[src/rtl/verificador_pkg.sv]
// Shared types, sizes and the expected-table slicer for the truth-table checker.
// Latency: n/a (types and constant functions only); backpressure: n/a.
package verificador_pkg;

  localparam int NVEC  = 16;
  localparam int N_IN  = 4;
  localparam int N_OUT = 3;

  typedef enum logic [1:0] {
    IDLE,
    WAIT,
    SAMPLE,
    DONE
  } estado_t;

  // Expected {yo,ys,z} for input vector idx; slot i sits at bits [3*i+2:3*i].
  function automatic logic [N_OUT-1:0] exp_slice(input logic [NVEC*N_OUT-1:0] tabla,
                                                 input logic [N_IN-1:0]        idx);
    return tabla[N_OUT*int'(idx) +: N_OUT];
  endfunction

endpackage

[src/rtl/verificador_tabla_gen_vectores.sv]
// Input-vector counter plus per-vector settle timer driving the block under check.
// Latency: vec updates one edge after load/step; backpressure: none, tick only reports expiry.
module gen_vectores
  import verificador_pkg::*;
#(
  parameter int SETTLE = 2
) (
  input  logic            clk,
  input  logic            rst_n,
  input  logic            load,
  input  logic            step,
  output logic [N_IN-1:0] vec,
  output logic            last,
  output logic            tick
);

  localparam logic [3:0] RELOAD = 4'(SETTLE - 1);

  logic [3:0] settle_cnt;

  // The timer free-runs down to zero and parks there, so the FSM only
  // has to look at tick while it is waiting.
  always_ff @(posedge clk) begin
    if (!rst_n) begin
      vec        <= '0;
      settle_cnt <= '0;
    end else if (load) begin
      vec        <= '0;
      settle_cnt <= RELOAD;
    end else if (step) begin
      vec        <= vec + 1'b1;
      settle_cnt <= RELOAD;
    end else if (settle_cnt != 4'd0) begin
      settle_cnt <= settle_cnt - 4'd1;
    end
  end

  assign last = (vec == {N_IN{1'b1}});
  assign tick = (settle_cnt == 4'd0);

endmodule

[src/rtl/verificador_tabla.sv]
// Sweeps all 16 input vectors of a 4-in/3-out block and checks outputs against EXP_TABLE.
// Latency: 16*(SETTLE+1) cycles from start to done; backpressure: start ignored while busy.
module verificador_tabla
  import verificador_pkg::*;
#(
  parameter int                        SETTLE    = 2,
  parameter logic [NVEC*N_OUT-1:0]     EXP_TABLE = '0
) (
  input  logic       clk,
  input  logic       rst_n,
  input  logic       start,
  output logic       a,
  output logic       b,
  output logic       c,
  output logic       d,
  input  logic       yo,
  input  logic       ys,
  input  logic       z,
  output logic       busy,
  output logic       done,
  output logic       pass,
  output logic [4:0] err_count,
  output logic [3:0] first_err_idx,
  output logic       mis_valid,
  output logic [2:0] mis_got
);

  estado_t          state_q, state_d;
  logic             load, step, last, tick;
  logic [N_IN-1:0]  vec;
  logic [N_OUT-1:0] got;
  logic             mismatch;

  logic             busy_d, done_d, pass_d, mis_valid_d;
  logic [4:0]       err_count_d;
  logic [3:0]       first_err_idx_d;
  logic [2:0]       mis_got_d;

  gen_vectores #(
    .SETTLE (SETTLE)
  ) u_gen (
    .clk   (clk),
    .rst_n (rst_n),
    .load  (load),
    .step  (step),
    .vec   (vec),
    .last  (last),
    .tick  (tick)
  );

  // vec is itself a register, so the stimulus pins stay registered outputs.
  assign {a, b, c, d} = vec;

  assign got      = {yo, ys, z};
  assign mismatch = (got != exp_slice(EXP_TABLE, vec));

  always_comb begin
    state_d         = state_q;
    load            = 1'b0;
    step            = 1'b0;
    busy_d          = busy;
    done_d          = done;
    pass_d          = pass;
    err_count_d     = err_count;
    first_err_idx_d = first_err_idx;
    mis_valid_d     = 1'b0;
    mis_got_d       = mis_got;

    case (state_q)
      IDLE, DONE: begin
        if (start) begin
          load            = 1'b1;
          busy_d          = 1'b1;
          done_d          = 1'b0;
          pass_d          = 1'b0;
          err_count_d     = 5'd0;
          first_err_idx_d = 4'd0;
          state_d         = WAIT;
        end
      end
      WAIT: begin
        if (tick) begin
          state_d = SAMPLE;
        end
      end
      SAMPLE: begin
        if (mismatch) begin
          err_count_d = err_count + 5'd1;
          mis_valid_d = 1'b1;
          mis_got_d   = got;
          if (err_count == 5'd0) begin
            first_err_idx_d = vec;
          end
        end
        // pass must account for a mismatch on the final vector too.
        if (last) begin
          busy_d  = 1'b0;
          done_d  = 1'b1;
          pass_d  = (err_count_d == 5'd0);
          state_d = DONE;
        end else begin
          step    = 1'b1;
          state_d = WAIT;
        end
      end
      default: state_d = IDLE;
    endcase
  end

  always_ff @(posedge clk) begin
    if (!rst_n) begin
      state_q       <= IDLE;
      busy          <= 1'b0;
      done          <= 1'b0;
      pass          <= 1'b0;
      err_count     <= 5'd0;
      first_err_idx <= 4'd0;
      mis_valid     <= 1'b0;
      mis_got       <= 3'd0;
    end else begin
      state_q       <= state_d;
      busy          <= busy_d;
      done          <= done_d;
      pass          <= pass_d;
      err_count     <= err_count_d;
      first_err_idx <= first_err_idx_d;
      mis_valid     <= mis_valid_d;
      mis_got       <= mis_got_d;
    end
  end

endmodule

[config.mk]
export PLATFORM = sky130hd
export DESIGN_NAME = verificador_tabla
export DESIGN_NICKNAME = d
export VERILOG_FILES = /design/src/rtl/verificador_pkg.sv /design/src/rtl/verificador_tabla_gen_vectores.sv /design/src/rtl/verificador_tabla.sv
export SDC_FILE = /design/constraint.sdc
export NUM_CORES = 1
export LEC_CHECK = 0
export ABC_AREA = 1
export CAP_MARGIN = 20
export CORE_MARGIN = 4
export CORE_UTILIZATION = 45
export CTS_CLUSTER_DIAMETER = 80
export DETAILED_ROUTE_END_ITERATION = 8
export PLACE_DENSITY = 0.73
export SYNTH_ARGS = -nofsm -noshare
export SYNTH_HDL_FRONTEND = slang
export SYNTH_SLANG_ARGS = --single-unit
[constraint.sdc]
create_clock -name clk -period 1.4 [get_ports clk]
set_input_delay 0.28 -clock clk [delete_from_list [all_inputs] [get_ports clk]]
set_output_delay 0.28 -clock clk [all_outputs]
set_load 0.02 [all_outputs]
---- Yosys cells after proc, flatten, opt, wreduce, memory -nomap -nowiden ----
Index checks and enable logic that the tools add are counted.
storage, ports and cells
  output and inout port bits .............. 20
  word-level logic and storage cells ...... 71
  bits in registers ....................... 26
  bits of input ports ..................... 6
cells by class
  reductions and logical operators ........ 16
  bitwise gates (word level) .............. 1
  $mul .................................... 1
  multiplexer cells ....................... 28
  shifts and indexed selects .............. 1
  add/subtract/negate cells ............... 3
  equal/unequal tests ..................... 10
operator list
  operator                                                                      count
  48-bit by 7-bit variable part select with 3-bit output, first input constant  1
  5-bit two-way mux                                                             3
  1-bit two-way mux                                                             13
  4-bit two-way mux                                                             3
  5-bit logical NOT                                                             2
  2-bit inequality test, second input constant                                  5
  5-bit one-hot mux with 2 select lines                                         1
  4-bit one-hot mux with 2 select lines                                         1
  2-bit AND reduction                                                           4
  2-bit by 4-bit multiplier with 6-bit output, first input constant             1
  2-bit two-way mux                                                             3
  1-bit one-hot mux with 2 select lines                                         3
  2-bit one-hot mux with 3 select lines                                         1
  5-bit by 1-bit adder with 5-bit output, second input constant                 1
  4-bit by 1-bit adder with 4-bit output, second input constant                 1
  2-bit equality test, second input constant                                    2
  4-bit equality test, second input constant                                    1
  4-bit logical NOT                                                             1
  4-bit AND reduction                                                           1
  4-bit nonzero test                                                            1
  2-bit OR reduction                                                            2
  4-bit by 1-bit subtractor with 4-bit output, second input constant            1
  3-bit inequality test                                                         1
  3-bit AND reduction                                                           1
  other kinds (6)                                                               6

---- Logic depth before layout (Yosys ltp) ----
  depth in word-level cells ............... 8
  gate-level depth with buffers ........... 9
  depth with buffers taken out ............ 9

---- Hierarchy ----
A second synthesis with hierarchy kept.
unflattened totals
  cells, all modules ...................... 191
  area total of the unflattened synthesis .. 1343.8 um^2
by module, submodules not included
  module             area each (um^2)  instances  seq. area each (um^2)  cells an instance
  verificador_tabla  949.7             1          360.3                  133
  gen_vectores       394.1             1          160.2                  58

---- Worst setup path before layout ----
OpenSTA, ideal clock, no wires.
  path kind ............................... reg-to-reg
  from .................................... reg u_gen.vec[0]
  to ...................................... reg done
  setup time .............................. 129 ps
  slack ................................... -57 ps
  arrival time ............................ 1328 ps
  cell stages (with the launch flop) ...... 9
  data required time ...................... 1271 ps
  path through ............................ dfxtp_1 -> ha_1 -> nand2_1 -> inv_1 -> nand2_1 -> nand2_1 -> nand2_1 -> a21oi_1 -> nor2_1
on the way
  longest elaborated chain between the ends .. 3
RTL lines
  item                             RTL line                              text
  from (decl)                      verificador_tabla_gen_vectores.sv:12  output logic [N_IN-1:0] vec,
  from (signal assigned)           verificador_tabla_gen_vectores.sv:31  vec <= vec + 1'b1;
  4-bit equality test              verificador_tabla_gen_vectores.sv:38  assign last = (vec == {N_IN{1'b1}});
  2-bit inequality test (no line)  --
  3-bit AND reduction (no line)    --
  to (signal assigned)             verificador_tabla.sv:123              done <= done_d;
  to (decl)                        verificador_tabla.sv:20               output logic done,
No other way between the ends.
A chain may end at the register's enable or synchronous reset.

---- Worst setup path in the final report ----
  from .................................... reg state_q[0]
  to ...................................... reg first_err_idx[2]
on the way
  longest elaborated chain between the ends .. 4
  elaborated cells between the ends (all ways) .. 10
RTL lines
  item                                                                   RTL line                  text
  from (decl)                                                            verificador_tabla.sv:28   estado_t state_q, state_d;
  from (signal assigned)                                                 verificador_tabla.sv:121  state_q <= state_d;
  2-bit equality test or 2-bit logical NOT (tied branches)               verificador_tabla.sv:69   case (state_q)
  2-bit OR reduction                                                     verificador_tabla.sv:69
  2-bit inequality test (no line) or 2-bit nonzero test (tied branches)  --
  4-bit AND reduction (no line)                                          --
  to (signal assigned)                                                   verificador_tabla.sv:126  first_err_idx <= first_err_idx_d;
  to (decl)                                                              verificador_tabla.sv:23   output logic [3:0] first_err_idx,
Parallel ways exist; a longest one is shown, timed or not.

==> run metrics <==
status=completed; IO Pins=26; Hold Path Depth=2; depth of the most critical reg-to-reg path=7; Chip Height=~62 um; # rows=19; unrepaired setup endpoints after global routing=yes; Least-Margin Pin Slew=0.300 ns; worst path required time=around 1.7 ns; TritonCTS Sinks=26; flops & latches, synth=26; Worst Clk Skew=0.00178 ns; critical path class=reg2reg; Hold WS=about 0.47 ns; detailed-route via count=roughly 1300; Core Region=between 2000 and 3000 um^2; total power per unit cell area=1340 nW/um^2; R2R Path End=first_err_idx[2]$_SDFFE_PN0P_; Max H-tree Level=1; Clk Latency, worst-skew pair=0.32 ns; Starting Density=~48%; worst-path maximum fanout=8; CP Launch Point=state_q[0]$_SDFFE_PN0P_; Die ar.=3890 um^2; # fillers=234; Synth Cell Area=between 1000 and 1500 um^2; Layout area overhead=43.6%; Max Slew Vio Count=0; Placer Congestion=approximately 0.83; maximum VDD drop=~1.4 mV; worst r2r src=state_q[0]$_SDFFE_PN0P_; worst setup margin=0.00187 ns; aggregate global-route resource usage=17.3%; # setup viols final=0; Final Routed Wirelength=3320 um; leak pwr=0.000846 uW; synth warn=0; DRC violations left=0; Max-cap violations=0; ANT nets after route=0; hpwl dp=2450 um; Combinational Power Share=49.6%; Clock transition at path regs=0.14 ns; Final Cycle Share=99.9%; port buffer count=25; fmax=715 MHz; clock share of power=12.5%; Gate Count Post-Synth=~180; critical path arrival=1.67 ns; sw frac=40.9%; TritonCTS clock tree=done; Max Root-Sink Buffers=2; Internal Power=1510 uW; Vias/cell=5.00; Slew headroom=around four fifths; pre-CTS WS=-0.215 ns; part of the power in registers=37.9%; Tmin final=approximately 1.4 ns; Sw Pwr=around 1000 uW; drt pass-1 iters=4; largest net degree at the start of global routing=18; Avg Cell Area, Syn=7.31 um^2; DRT iter0 DRCs=just over 60; final hold violation count=0; Die Wd=62.4 um; Tightest Hold Check Type=reg2reg; layout cells sized above 1=27.3%; initial antenna violation count=0; reg-to-reg slack, setup=around 0.0019 ns; Final nets=approximately 250; vias in the first global route=about 1300; Post-Syn Nets=196; Power Total=2560 uW; CTS buffer count=3; Clock Tree Root=clkbuf_4; ANT cells=0; Hold Startpoint=mis_got[0]$_SDFFE_PN0P_; register area share after synthesis=about two fifths; Worst setup SP type=flop; gr ovfl total=0; first-pass GRT wire length=between 5000 and 6000 um; drt wl/cell=12.7 um; Post-CTS Setup Inserts=0; Critical Path Sink Type=flop; Synth cell types=30; Worst Hold Path EP=mis_got[0]$_SDFFE_PN0P_
==> metrics by stage <==
stage          TNS (ns)  util (%)  std cells  cell area, um^2
3_5_place_dp      -2.73      65.1        259             1810
6_report              0      68.6        262             1910
5_1_grt          -0.396      68.6        262             1910
3_3_place_gp      -2.06      65.1        259             1810
4_1_cts               0      66.3        262             1840
2_1_floorplan         0         -        182             1350
==> area by class of cell <==
cell class | count | area, um^2 | share of cell area, %
Clock buffer | 3 | 22.5 | 1.18
Inverter | 24 | 92.6 | 4.85
Multi-Input combinational cell | 129 | 798 | 41.8
Sequential cell | 26 | 534 | 28.0
Tap cell | 31 | 38.8 | 2.03
Timing Repair Buffer | 49 | 423 | 22.1
==> worst max-delay path: stages (launching register included) <==
cell and delay [ns]:
dfxtp_2 0.36, inv_2 0.05, ha_4 0.31, nand2_4 0.07
o21ai_4 0.09, nand3_4 0.13, or2_1 0.24, a21oi_2 0.10
==> Yosys cell counts <==
master / count / share of area, %
a211oi_1: 1 / 0.56
a21oi_1: 21 / 7.9
a21oi_2: 1 / 0.66
a311oi_1: 1 / 0.66
a41oi_1: 1 / 0.66
and2_1: 1 / 0.47
buf_2: 1 / 0.38
buf_4: 1 / 0.56
clkbuf_1: 1 / 0.28
clkinv_1: 1 / 0.28
dfxtp_1: 26 / 39
ha_1: 8 / 7.5
inv_1: 22 / 6.2
inv_2: 1 / 0.28
nand2_1: 49 / 14
nand2_2: 2 / 0.94
nand2b_1: 1 / 0.47
nand3_1: 8 / 3.0
nand3_4: 1 / 1.3
nand4_1: 3 / 1.4
nor2_1: 10 / 2.8
nor2_4: 1 / 0.85
nor3_1: 7 / 2.6
nor3_2: 1 / 0.75
o211ai_1: 1 / 0.56
o21ai_0: 5 / 1.9
o21ai_4: 1 / 1.2
or2_1: 2 / 0.94
or2_2: 1 / 0.47
xnor2_1: 2 / 1.3
==> per-layer routing <==
| metal | wire [um] | global-route usage, % | up-vias | part of all wire, % |
|---|---|---|---|---|
| met5 | 0 | 0 | - | 0 |
| met4 | 48 | 7.16 | 0 | 1.4 |
| met3 | 128 | 2.88 | 5 | 3.9 |
| met2 | 1680 | 30.1 | 32 | 51 |
| met1 | 1460 | 21.0 | 585 | 44 |
| li1 | - | - | 688 | - |
==> worst max-delay path by stage <==
stage	cells past startpoint	slack, ns	end
3_5_place_dp	8	-0.21	pass$_SDFFE_PN0P_
4_1_cts	9	0.00001	pass$_SDFFE_PN0P_
5_1_grt	7	-0.08	first_err_idx[2]$_SDFFE_PN0P_
3_3_place_gp	7	-0.16	pass$_SDFFE_PN0P_
2_1_floorplan	8	0.01	first_err_idx[2]$_SDFFE_PN0P_
6_report	7	0.002	first_err_idx[2]$_SDFFE_PN0P_
==> registers in the layout, indices dropped and copies added (netlist names) <==
| signal | flops |
|---|---|
| done | 1 |
| err_count | 5 |
| mis_valid | 1 |
| pass | 1 |
| mis_got | 3 |
| u_gen.vec | 4 |
| busy | 1 |
| state_q | 2 |
| first_err_idx | 4 |
| u_gen.settle_cnt | 4 |
==> cell usage in the layout (no fill, tap or decap), types with 2 or more instances in the layout <==
cell type,instances
clkdlybuf4s15_1,4
clkbuf_4,3
nand4_1,3
dlygate4sd2_1,16
clkdlybuf4s50_1,5
a21oi_1,18
nor3_1,3
xnor2_1,2
buf_4,23
nor3_2,4
ha_1,6
a21oi_2,4
nor2_1,9
or2_1,2
nor2_4,2
inv_1,19
nand2_4,3
nand2_2,5
nand3_1,8
o21ai_0,4
nand2_1,43
inv_2,3
dfxtp_4,2
dfxtp_1,19
dfxtp_2,5
==> what timing repair did <==
| action | CTS | global route |
|---|---|---|
| hold buffers | 0 | 0 |
| pin swaps | 5 | 8 |
| gates resized for setup | 36 | 21 |
| endpoints found under the setup margin | 30 | 23 |
==> power by group through the flow <==
stage	clock network, uW	logic (uW)	registers (uW)
6_report	320	1270	970
2_1_floorplan	0	711	1020
3_3_place_gp	0	1120	968
4_1_cts	332	1200	964
3_5_place_dp	0	1150	974
5_1_grt	369	1390	985
==> cells by family after synthesis <==
logic type | count (synthesis) | share of synthesized area [%]
compound gates | 32 | 14.1
xor+xnor | 2 | 1.32
fa+ha+maj | 8 | 7.53
buf+inv | 27 | 8.00
flops | 26 | 39.1
simple gates | 87 | 29.9
No activity file was read; power rests on OpenSTA's default activity.
